<file path="config.mk">
export PLATFORM = sky130hd
export DESIGN_NAME = cpu_param
export DESIGN_NICKNAME = d
export VERILOG_FILES = /design/src/rtl/cpu_param.sv
export SDC_FILE = /design/constraint.sdc
export NUM_CORES = 1
export LEC_CHECK = 0
export CAP_MARGIN = 20
export CELL_PAD_IN_SITES_DETAIL_PLACEMENT = 0
export CELL_PAD_IN_SITES_GLOBAL_PLACEMENT = 1
export CORE_ASPECT_RATIO = 0.9
export CORE_UTILIZATION = 48
export DETAILED_ROUTE_END_ITERATION = 16
export MAX_ROUTING_LAYER = met4
export PLACE_DENSITY_LB_ADDON = 0.1
export SLEW_MARGIN = 10
export SYNTH_ARGS = -nofsm -noshare
export SYNTH_HDL_FRONTEND = slang
export SYNTH_SLANG_ARGS = --single-unit
</file>
<file path="constraint.sdc">
create_clock -name clk -period 5.2 [get_ports clk]
set_clock_uncertainty 0.2 [all_clocks]
set_input_delay 1.04 -clock clk [delete_from_list [all_inputs] [get_ports clk]]
set_output_delay 1.04 -clock clk [all_outputs]
set_load 0.02 [all_outputs]
</file>
<file path="src/rtl/cpu_param.sv">
// cpu_param: parametrised accumulator CPU (8 opcodes, carry flag, halt state) for the
// microsys bus; data_in is sampled WAIT_STATES+1 edges after each addr update.
module cpu_param #(
   parameter int DATA_W      = 8,
   parameter int ADDR_W      = 5,
   parameter int WAIT_STATES = 1
) (
   input  logic              clk,
   input  logic              reset,
   input  logic [DATA_W-1:0] data_in,
   output logic [DATA_W-1:0] data_out,
   output logic [ADDR_W-1:0] addr,
   output logic              rw,
   output logic              halted,
   output logic              carry
);

   generate
      if (ADDR_W > DATA_W - 3) begin : g_bad_addr_w
         $error("cpu_param: ADDR_W must not exceed DATA_W-3");
      end
      if (WAIT_STATES < 0 || WAIT_STATES > 15) begin : g_bad_wait_states
         $error("cpu_param: WAIT_STATES must be in 0..15");
      end
   endgenerate

   typedef enum logic [2:0] {
      S_RESET, S_FETCH, S_DECODE, S_OPWAIT, S_EXEC, S_STWAIT, S_HALT
   } state_t;

   typedef enum logic [2:0] {
      OP_NOR = 3'b000, OP_ADD = 3'b001, OP_STA = 3'b010, OP_JCC = 3'b011,
      OP_LDA = 3'b100, OP_JMP = 3'b101, OP_ADC = 3'b110, OP_HLT = 3'b111
   } opcode_t;

   // With no wait states the wait sub-states are skipped entirely, so the sampling
   // state is entered straight from the edge that drives addr.
   localparam logic [3:0] WAIT_FULL   = 4'(WAIT_STATES);
   localparam logic [3:0] WAIT_LAST   = (WAIT_STATES == 0) ? 4'd0 : 4'(WAIT_STATES - 1);
   localparam state_t     FETCH_ENTRY = (WAIT_STATES == 0) ? S_DECODE : S_FETCH;
   localparam state_t     OP_ENTRY    = (WAIT_STATES == 0) ? S_EXEC : S_OPWAIT;

   state_t            state, state_n;
   opcode_t           op_q, op_n;
   logic [ADDR_W-1:0] pc, pc_n, addr_n, pc_inc, target;
   logic [DATA_W-1:0] acc, acc_n, data_out_n;
   logic [3:0]        cnt, cnt_n;
   logic              carry_n, rw_n, halted_n;
   opcode_t           opcode;

   assign opcode = opcode_t'(data_in[DATA_W-1 -: 3]);
   assign target = data_in[ADDR_W-1:0];
   assign pc_inc = pc + ADDR_W'(1);

   always_ff @(posedge clk or posedge reset) begin
      if (reset) begin
         state    <= S_RESET;
         op_q     <= OP_NOR;
         pc       <= '0;
         acc      <= '0;
         carry    <= 1'b0;
         addr     <= '0;
         rw       <= 1'b1;
         data_out <= '0;
         halted   <= 1'b0;
         cnt      <= '0;
      end else begin
         state    <= state_n;
         op_q     <= op_n;
         pc       <= pc_n;
         acc      <= acc_n;
         carry    <= carry_n;
         addr     <= addr_n;
         rw       <= rw_n;
         data_out <= data_out_n;
         halted   <= halted_n;
         cnt      <= cnt_n;
      end
   end

   // STWAIT loads the full wait count because its completing edge is an extra cycle of
   // rw low, mirroring the EXEC edge of the read path.
   always_comb begin
      state_n    = state;
      op_n       = op_q;
      pc_n       = pc;
      acc_n      = acc;
      carry_n    = carry;
      addr_n     = addr;
      rw_n       = rw;
      data_out_n = data_out;
      halted_n   = halted;
      cnt_n      = cnt;
      case (state)
         S_RESET: begin
            addr_n  = pc;
            cnt_n   = WAIT_LAST;
            state_n = FETCH_ENTRY;
         end
         S_FETCH: begin
            if (cnt == 4'd0) state_n = S_DECODE;
            else             cnt_n   = cnt - 4'd1;
         end
         S_DECODE: begin
            op_n  = opcode;
            cnt_n = WAIT_LAST;
            case (opcode)
               OP_NOR, OP_ADD, OP_ADC, OP_LDA: begin
                  addr_n  = target;
                  state_n = OP_ENTRY;
               end
               OP_STA: begin
                  addr_n     = target;
                  rw_n       = 1'b0;
                  data_out_n = acc;
                  cnt_n      = WAIT_FULL;
                  state_n    = S_STWAIT;
               end
               OP_JMP: begin
                  pc_n    = target;
                  addr_n  = target;
                  state_n = FETCH_ENTRY;
               end
               OP_JCC: begin
                  if (carry) begin
                     carry_n = 1'b0;
                     pc_n    = pc_inc;
                     addr_n  = pc_inc;
                  end else begin
                     pc_n    = target;
                     addr_n  = target;
                  end
                  state_n = FETCH_ENTRY;
               end
               OP_HLT: begin
                  halted_n = 1'b1;
                  state_n  = S_HALT;
               end
            endcase
         end
         S_OPWAIT: begin
            if (cnt == 4'd0) state_n = S_EXEC;
            else             cnt_n   = cnt - 4'd1;
         end
         S_EXEC: begin
            case (op_q)
               OP_NOR:  acc_n = ~(acc | data_in);
               OP_ADD:  {carry_n, acc_n} = {1'b0, acc} + {1'b0, data_in};
               OP_ADC:  {carry_n, acc_n} = {1'b0, acc} + {1'b0, data_in} + {{DATA_W{1'b0}}, carry};
               OP_LDA:  acc_n = data_in;
               default: ;
            endcase
            pc_n    = pc_inc;
            addr_n  = pc_inc;
            cnt_n   = WAIT_LAST;
            state_n = FETCH_ENTRY;
         end
         S_STWAIT: begin
            if (cnt == 4'd0) begin
               rw_n    = 1'b1;
               pc_n    = pc_inc;
               addr_n  = pc_inc;
               cnt_n   = WAIT_LAST;
               state_n = FETCH_ENTRY;
            end else begin
               cnt_n = cnt - 4'd1;
            end
         end
         S_HALT: ;
         default: state_n = S_RESET;
      endcase
   end

endmodule

</file>
== Yosys cells after proc, flatten, opt, wreduce, memory -nomap -nowiden ==
Cells that the tools add are included.
Storage, ports and cells
  register bits: 39
  output and inout bits: 16
Cells by class
  $add $sub $neg: 4
  eq/ne operators: 25
  muxes and demuxes: 22
  bitwise gates (word level): 3
  reductions and logical operators: 24
Operators by type and width (number)
  $pmux W8 S4: 1
  $eq A3 B3 Y1 const B: 9
  $pmux W5 S2: 2
  $pmux W5 S4: 1
  $pmux W3 S6: 1
  $pmux W4 S4: 1
  $pmux W5 S3: 1
  $eq A3 B2 Y1 const B: 4
  $pmux W3 S4: 1
  $reduce_and A3 Y1: 4
  $reduce_bool A4 Y1: 3
  $mux W5: 2
  $ne A2 B2 Y1 const B: 5
  $add A8 B8 Y9: 1
  $add A9 B1 Y9: 1
  $eq A3 B1 Y1 const B: 3
  $logic_not A3 Y1: 3
  $mux W3: 3
  $mux W4: 2
  $not A8 Y8: 1
  $or A8 B8 Y8: 1
  $reduce_and A2 Y1: 4
  $ne A3 B3 Y1 const B: 2
  $pmux W1 S2: 3
  other kinds (13): 19

== Depth between registers and ports, before layout ==
Gate-level depths: netlist (run 1).
  word-level depth: 4
  depth in mapped cells: 11
  gate-level depth less buffers: 11

== Worst setup path before layout (run 1) ==
No wires, ideal clock.
  kind: in2reg
  from: in data_in[0]
  to: reg carry
  arrival time: 2913 ps
  data required time: 4906 ps
  path slack: 1994 ps
  cell stages on the path: 10
  buffers on the path: 0
  cell sequence: ha_1 inv_1 fa_1 nand2b_2 a21oi_4 xor2_2 nand4_2 nor4_4 a2111oi_2 a211oi_1
Between the ends
  cells in the longest elaborated chain, start to end: 4
Ends and longest elaborated chain
  from (decl): line 10  | input logic [DATA_W-1:0] data_in,
  $add A8 B8 Y9 (*): line 148, 149
  $add A9 B1 Y9: line 149  | OP_ADC: {carry_n, acc_n} = {1'b0, acc} + {1'b0, data_in} + {{DATA_W{1'b0}}, carry};
  $pmux W1 S2 (*): line 146  | case (op_q)
  $pmux W1 S2 (*): line 94  | case (state)
  to (signal assigned): line 72  | carry <= carry_n;
  to (decl): line 15  | output logic carry
Every way passes the cells marked *; elsewhere a longest branch is shown, timed or not.
A chain may end at the register's enable or synchronous reset.

== Worst setup path in the final report (run 1) ==
Ends and elaborated chain as after synthesis.

==> impl_metrics.env, run 1 <==
export IMPL_outcome="complete, but fails checks"
export IMPL_violations="DRC"
export IMPL_grt_use_total_pct=22.9
export IMPL_cts_tree="done"
export IMPL_clkSlewWorstSetupHoldPaths_ns=0.08
export IMPL_dp_hpwl_um=4980
export IMPL_wl_um=6510
export IMPL_share_comb_of_total_power_pct=60.2
export IMPL_finalPower_uw=1980
export IMPL_ant_nets=0
export IMPL_hold_class="reg -> reg"
export IMPL_grt_pass1_wl_um=11100
export IMPL_period_share_pct=71.6
export IMPL_p_clk_share_pct=10.3
export IMPL_h_tree_depth=2
export IMPL_clock_sinks=39
export IMPL_port_buffers=25
export IMPL_initial_core_util_pct=50.5
export IMPL_synthTopCellsByArea="dfrtp_1, ha_1, o21ai_0"
export IMPL_worstReg2RegStart="acc[0]"
export IMPL_grt_max_degree=26
export IMPL_worstSetupPathType="in -> reg"
export IMPL_place_area_um2=3220
export IMPL_rows=26
export IMPL_regToRegEndpoint="carry"
export IMPL_clockBufferDepth=2
export IMPL_gp_congestion=0.878
export IMPL_grt_overflow_total=0
export IMPL_endpoint="carry"
export IMPL_synth_top_area_share_pct=32.7
export IMPL_arrival_ns=3.72
export IMPL_synth_area_um2=2910
export IMPL_final_min_clock_period_ns=3.73
export IMPL_cts_repair_resized=0
export IMPL_chipHeight_um=75.8
export IMPL_synth_enable_flop_cells=0
export IMPL_synth_ff_type="dfrtp_1"
export IMPL_slew_viol_final=0
export IMPL_drive_gt1_share_pct=8.49
export IMPL_num_io_pins=26
export IMPL_fin_nets=396
export IMPL_hold_viol=0
export IMPL_avgSynthCellArea_um2=8.55
export IMPL_yosysMostFrequentCell="dfrtp_1"
export IMPL_antenna_cells=0
export IMPL_whs_path_depth=2
export IMPL_vdd_ir_drop_max_mv=0.261
export IMPL_routed_via_density=5.60
export IMPL_yosys_area_top_type="dfrtp_1"
export IMPL_max_freq_mhz=268
export IMPL_whs_ns=0.281
export IMPL_synth_seq_cells=39
export IMPL_r2r_slack_ns=2.46
export IMPL_syn2layout_area_growth_pct=13.9
export IMPL_leakage_uw=0.00146
export IMPL_cp_startpoint="data_in[0]"
export IMPL_coreArea_um2=5760
export IMPL_post_cts_buffers=0
export IMPL_start_kind="primary input"
export IMPL_grt_pass1_vias=2323
export IMPL_antenna_found_initial=0
export IMPL_rsz0062_at_grt="false"
export IMPL_setup_ws_ns=1.47
export IMPL_final_cell_area_um2=3310
export IMPL_internal_power_uw=1060
export IMPL_reg2reg_depth=10
export IMPL_clock_latency_ns=0.29
export IMPL_dr_pass1_iters=10
export IMPL_power_share_switching_pct=46.4
export IMPL_drtIter0Drc=97
export IMPL_cp_end_kind="flop"
export IMPL_p_switching_uw=920
export IMPL_yosysWarnings=0
export IMPL_syn_nets=372
export IMPL_clockRootBuffer="clkbuf_8"
export IMPL_max_slew_worst_pin_slew_ns=0.619
export IMPL_max_slew_margin_rel_pct=58.4
export IMPL_synth_seq_area_share_pct=33.6
export IMPL_power_density_nw_per_um2=598
export IMPL_drc=4
export IMPL_ys_types=64
export IMPL_die_w_um=84.0
export IMPL_vias=2435
export IMPL_syn_inst=340
export IMPL_cp_max_fo=6
export IMPL_tns_ns=0
export IMPL_wl_per_cell_um=15.0
export IMPL_dieArea_um2=6370
export IMPL_postCtsHoldBufs=0
export IMPL_maxCapViolations=0
export IMPL_synthArstFlopShare_pct=100
export IMPL_cts_buffers=5
export IMPL_yosys_top_cells_count="dfrtp_1, nand2_1, o21ai_0"
export IMPL_setup_viol=0
export IMPL_power_frac_seq_pct=29.5
export IMPL_critPathRequiredTime_ns=5.20
export IMPL_pre_cts_ws_ns=1.19
[metal layers]
metal  vias to the layer above  GRT usage (%)  share of wire (%)
met4                         0           6.70                1.2
met5                         -              -                  0
met2                        45           35.6                 43
met3                         6           3.79                3.3
met1                      1136           31.2                 52
li1                       1248              -                  -
[layout by cell type (no fill, tap or decap), drive strengths merged, types with 6 or more instances in the layout]
| master | Yosys | final |
|---|---|---|
| and2 | 6 | 6 |
| nand2 | 35 | 35 |
| ha | 21 | 21 |
| mux2i | 6 | 6 |
| xor2 | 8 | 8 |
| a21oi | 27 | 27 |
| clkbuf | 10 | 6 |
| dfrtp | 38 | 38 |
| nor2 | 31 | 31 |
| nand2b | 6 | 6 |
| o21ai | 37 | 37 |
| nand3 | 9 | 9 |
| inv | 30 | 30 |
| clkdlybuf4s50 | 0 | 25 |
[worst min path at each step]
| stage | start | end | slack, ns |
|---|---|---|---|
| 6_report | data_out[7] | data_out[7] | 0.28 |
| 5_1_grt | data_out[5] | data_out[5] | 0.31 |
| 4_1_cts | data_out[6] | data_out[6] | 0.29 |
| 3_5_place_dp | halted | halted | 0.26 |
| 3_3_place_gp | data_out[6] | data_out[6] | 0.26 |
| 2_1_floorplan | acc[0] | acc[0] | 0.28 |
[critical path, stage by stage]
cell and delay (ns):
clkdlybuf4s50_1 0.56, ha_1 0.20, inv_1 0.06, fa_1 0.43
nand2b_2 0.24, a21oi_4 0.14, xor2_2 0.27, nand4_2 0.18
nor4_4 0.28, a2111oi_2 0.09, a211oi_1 0.23
[power groups by stage]
| stage | Combinational [uW] | Clock [uW] | Sequential [uW] |
|---|---|---|---|
| 2_1_floorplan | 871 | 0 | 594 |
| 3_3_place_gp | 1180 | 0 | 587 |
| 3_5_place_dp | 1190 | 0 | 588 |
| 4_1_cts | 1200 | 211 | 585 |
| 5_1_grt | 1330 | 223 | 612 |
| 6_report | 1190 | 204 | 584 |
[through the flow]
stage               instances  util (%)
finish                    435      57.5
global route              435      57.5
CTS                       434      57.4
detailed placement        426      55.9
global placement          426      55.9
floorplan                 340         -
[cells by family after synthesis]
group	count (synthesis)	share of synthesized area, %
and+or+nand+nor	110	19.0
AOI/OAI and AO/OA	106	24.9
buffers and inverters	42	5.51
DFF	39	33.6
adders and majority gates	22	9.73
xor gates and xnor gates	13	4.43
muxes	8	2.84
[registers in the layout, indices dropped and copies added, names as in the netlist]
| signal | count |
|---|---|
| halted | 1 |
| addr | 5 |
| rw | 1 |
| data_out | 8 |
| acc | 8 |
| cnt | 4 |
| pc | 5 |
| op_q | 3 |
| state | 3 |
| carry | 1 |
[cell type report]
type                            count  area [um2]
Multi-Input combinational cell    259        1770
Timing Repair Buffer               29         280
Inverter                           30         113
Clock buffer                        6        72.6
Clock inverter                      2        12.5
Fill cell                         549        2450
Sequential cell                    39         977
Tap cell                           70        87.6
Note: power is estimated with default switching activity, not from simulation.
==> run 2: changes to the inputs <==
--- a/config.mk
+++ b/config.mk
@@ -9,7 +9,7 @@
 export CELL_PAD_IN_SITES_DETAIL_PLACEMENT = 0
 export CELL_PAD_IN_SITES_GLOBAL_PLACEMENT = 1
 export CORE_ASPECT_RATIO = 0.9
-export CORE_UTILIZATION = 48
+export CORE_UTILIZATION = 40
 export DETAILED_ROUTE_END_ITERATION = 16
 export MAX_ROUTING_LAYER = met4
 export PLACE_DENSITY_LB_ADDON = 0.1
==> constraint.sdc (replaced) <==
create_clock -name clk -period 3.4 [get_ports clk]
set_clock_uncertainty 0.2 [all_clocks]
set_input_delay 0.68 -clock clk [delete_from_list [all_inputs] [get_ports clk]]
set_output_delay 0.68 -clock clk [all_outputs]
set_load 0.02 [all_outputs]
==> run 2 against run 1 <==
The run now ends clean. Clock power increased by 53%. Sequential power increased by 50%. Sequential cell count unchanged. Register-to-register slack got worse by 1.7 ns. Utilization decreased by 8.3 points. Die area increased by 19%. Combinational power increased by 61%. Non-clock buffer count increased by 17. Routed wire length increased by 7.6%. Cell area increased by 4.6%. Sequential share of layout area decreased by 1.3 points. Cell count increased by 9.2%. Critical endpoint unchanged. Largest cell class unchanged. Largest power group unchanged.
==> impl_metrics.env, run 2 (synthesized netlist as in run 1, its figures left out) <==
export IMPL_outcome="finished clean"
export IMPL_worstReg2RegStart="acc[0]"
export IMPL_cts_tree="done"
export IMPL_port_buffers=25
export IMPL_start_kind="primary input"
export IMPL_clock_sinks=39
export IMPL_clock_latency_ns=0.29
export IMPL_wl_um=7000
export IMPL_worstSetupPathType="in -> reg"
export IMPL_rsz0062_at_grt="false"
export IMPL_pre_cts_ws_ns=-0.0701
export IMPL_whs_ns=0.279
export IMPL_r2r_slack_ns=0.73
export IMPL_top_regs="acc x8, data_out x8"
export IMPL_arrival_ns=3.16
export IMPL_grt_pass1_wl_um=11900
export IMPL_slew_viol_final=0
export IMPL_vias=2540
export IMPL_whs_path_depth=2
export IMPL_initial_core_util_pct=41.3
export IMPL_regToRegEndpoint="carry"
export IMPL_dr_pass1_iters=4
export IMPL_final_common_cell="dfrtp_1"
export IMPL_tns_ns=0
export IMPL_dpl_cell_count=467
export IMPL_cp_end_kind="flop"
export IMPL_num_io_pins=26
export IMPL_antenna_cells=0
export IMPL_wl_per_cell_um=14.7
export IMPL_clockRootBuffer="clkbuf_8"
export IMPL_dp_hpwl_um=5370
export IMPL_die_w_um=91.9
export IMPL_grt_overflow_total=0
export IMPL_antenna_found_initial=0
export IMPL_setup_viol=0
export IMPL_cts_repair_resized=0
export IMPL_hold_class="reg -> reg"
export IMPL_grt_max_degree=40
export IMPL_maxCapViolations=0
export IMPL_h_tree_depth=2
export IMPL_max_slew_worst_pin_slew_ns=0.683
export IMPL_ant_nets=0
export IMPL_layout_common_cells="dfrtp_1, o21ai_0, nand2_1"
export IMPL_dieArea_um2=7610
export IMPL_instances_no_fill=475
export IMPL_fin_nets=413
export IMPL_gp_congestion=0.856
export IMPL_power_density_nw_per_um2=895
export IMPL_grt_pass1_vias=2444
export IMPL_max_slew_margin_rel_pct=54.0
export IMPL_critPathRequiredTime_ns=3.40
export IMPL_reg2reg_depth=10
export IMPL_max_freq_mhz=316
export IMPL_drive_gt1_share_pct=12.6
export IMPL_period_share_pct=93.0
export IMPL_setup_ws_ns=0.238
export IMPL_min_to="data_out[5]"
export IMPL_syn2layout_area_growth_pct=19.2
export IMPL_vdd_ir_drop_max_mv=0.398
export IMPL_chipHeight_um=82.9
export IMPL_drtIter0Drc=119
export IMPL_final_min_clock_period_ns=3.16
export IMPL_post_cts_buffers=0
export IMPL_leakage_uw=0.00155
export IMPL_postCtsHoldBufs=0
export IMPL_grt_use_total_pct=20.0
export IMPL_hold_viol=0
export IMPL_drc=0
export IMPL_rows=29
export IMPL_cp_max_fo=6
export IMPL_min_delay_start="data_out[5]"
export IMPL_routed_via_density=5.35
export IMPL_coreArea_um2=7040
export IMPL_cts_buffers=5
export IMPL_clkSlewWorstSetupHoldPaths_ns=0.08
export IMPL_clockBufferDepth=2
## run 2: cell types whose count changed in the layout (fill, tap and decap cells not counted)
cell | previous run | this run
buf_4 | 4 | 20
buf_2 | 0 | 1
## run 2: worst max path at each step
stage,from,end,slack [ns],cells after the start
finish,data_in[0],carry,0.24,11
global route,data_in[0],carry,0.03,12
CTS,data_in[0],carry,0.23,11
detailed placement,data_in[0],carry,-0.07,11
global placement,data_in[0],carry,0.008,11
floorplan,data_in[0],carry,0.55,10
## run 2: through the flow
stage / utilization [%] / instance area [um2] / power, uW
6_report: 49.2 / 3470 / 3100
5_1_grt: 49.2 / 3470 / 3380
4_1_cts: 49.2 / 3470 / 3130
3_5_place_dp: 48.0 / 3380 / 2800
3_3_place_gp: 48.0 / 3380 / 2780
2_1_floorplan: - / 2910 / 2240
## run 2: power by group
part           total, uW  internal, uW  switching, uW
clock network        312           144            168
logic               1910           852           1060
registers            878           674            204
## run 2: worst max-delay path, stage by stage
cell,delay (ns)
clkdlybuf4s50_1,0.48
ha_1,0.17
inv_1,0.05
fa_1,0.37
nand2b_2,0.23
a21oi_4,0.15
xor2_2,0.26
nand4_2,0.17
nor4_4,0.28
a2111oi_2,0.09
a211oi_1,0.22
## run 2: area by class of cell
class,count,area [um2]
fillers,704,3570
well taps,93,116
multi-input cells,259,1770
clock inverters,2,12.5
clock buffers,6,72.6
flip-flops and latches,39,977
inverters,30,113
repair buffers,46,405
## run 2: per-layer routing
| metal | track usage [%] | up-vias | wire length (um) |
|---|---|---|---|
| met3 | 3.21 | 4 | 234 |
| met4 | 3.55 | 0 | 46 |
| met1 | 27.9 | 1211 | 3550 |
| met2 | 31.0 | 34 | 3170 |
| met5 | - | - | 0 |
| li1 | - | 1291 | - |
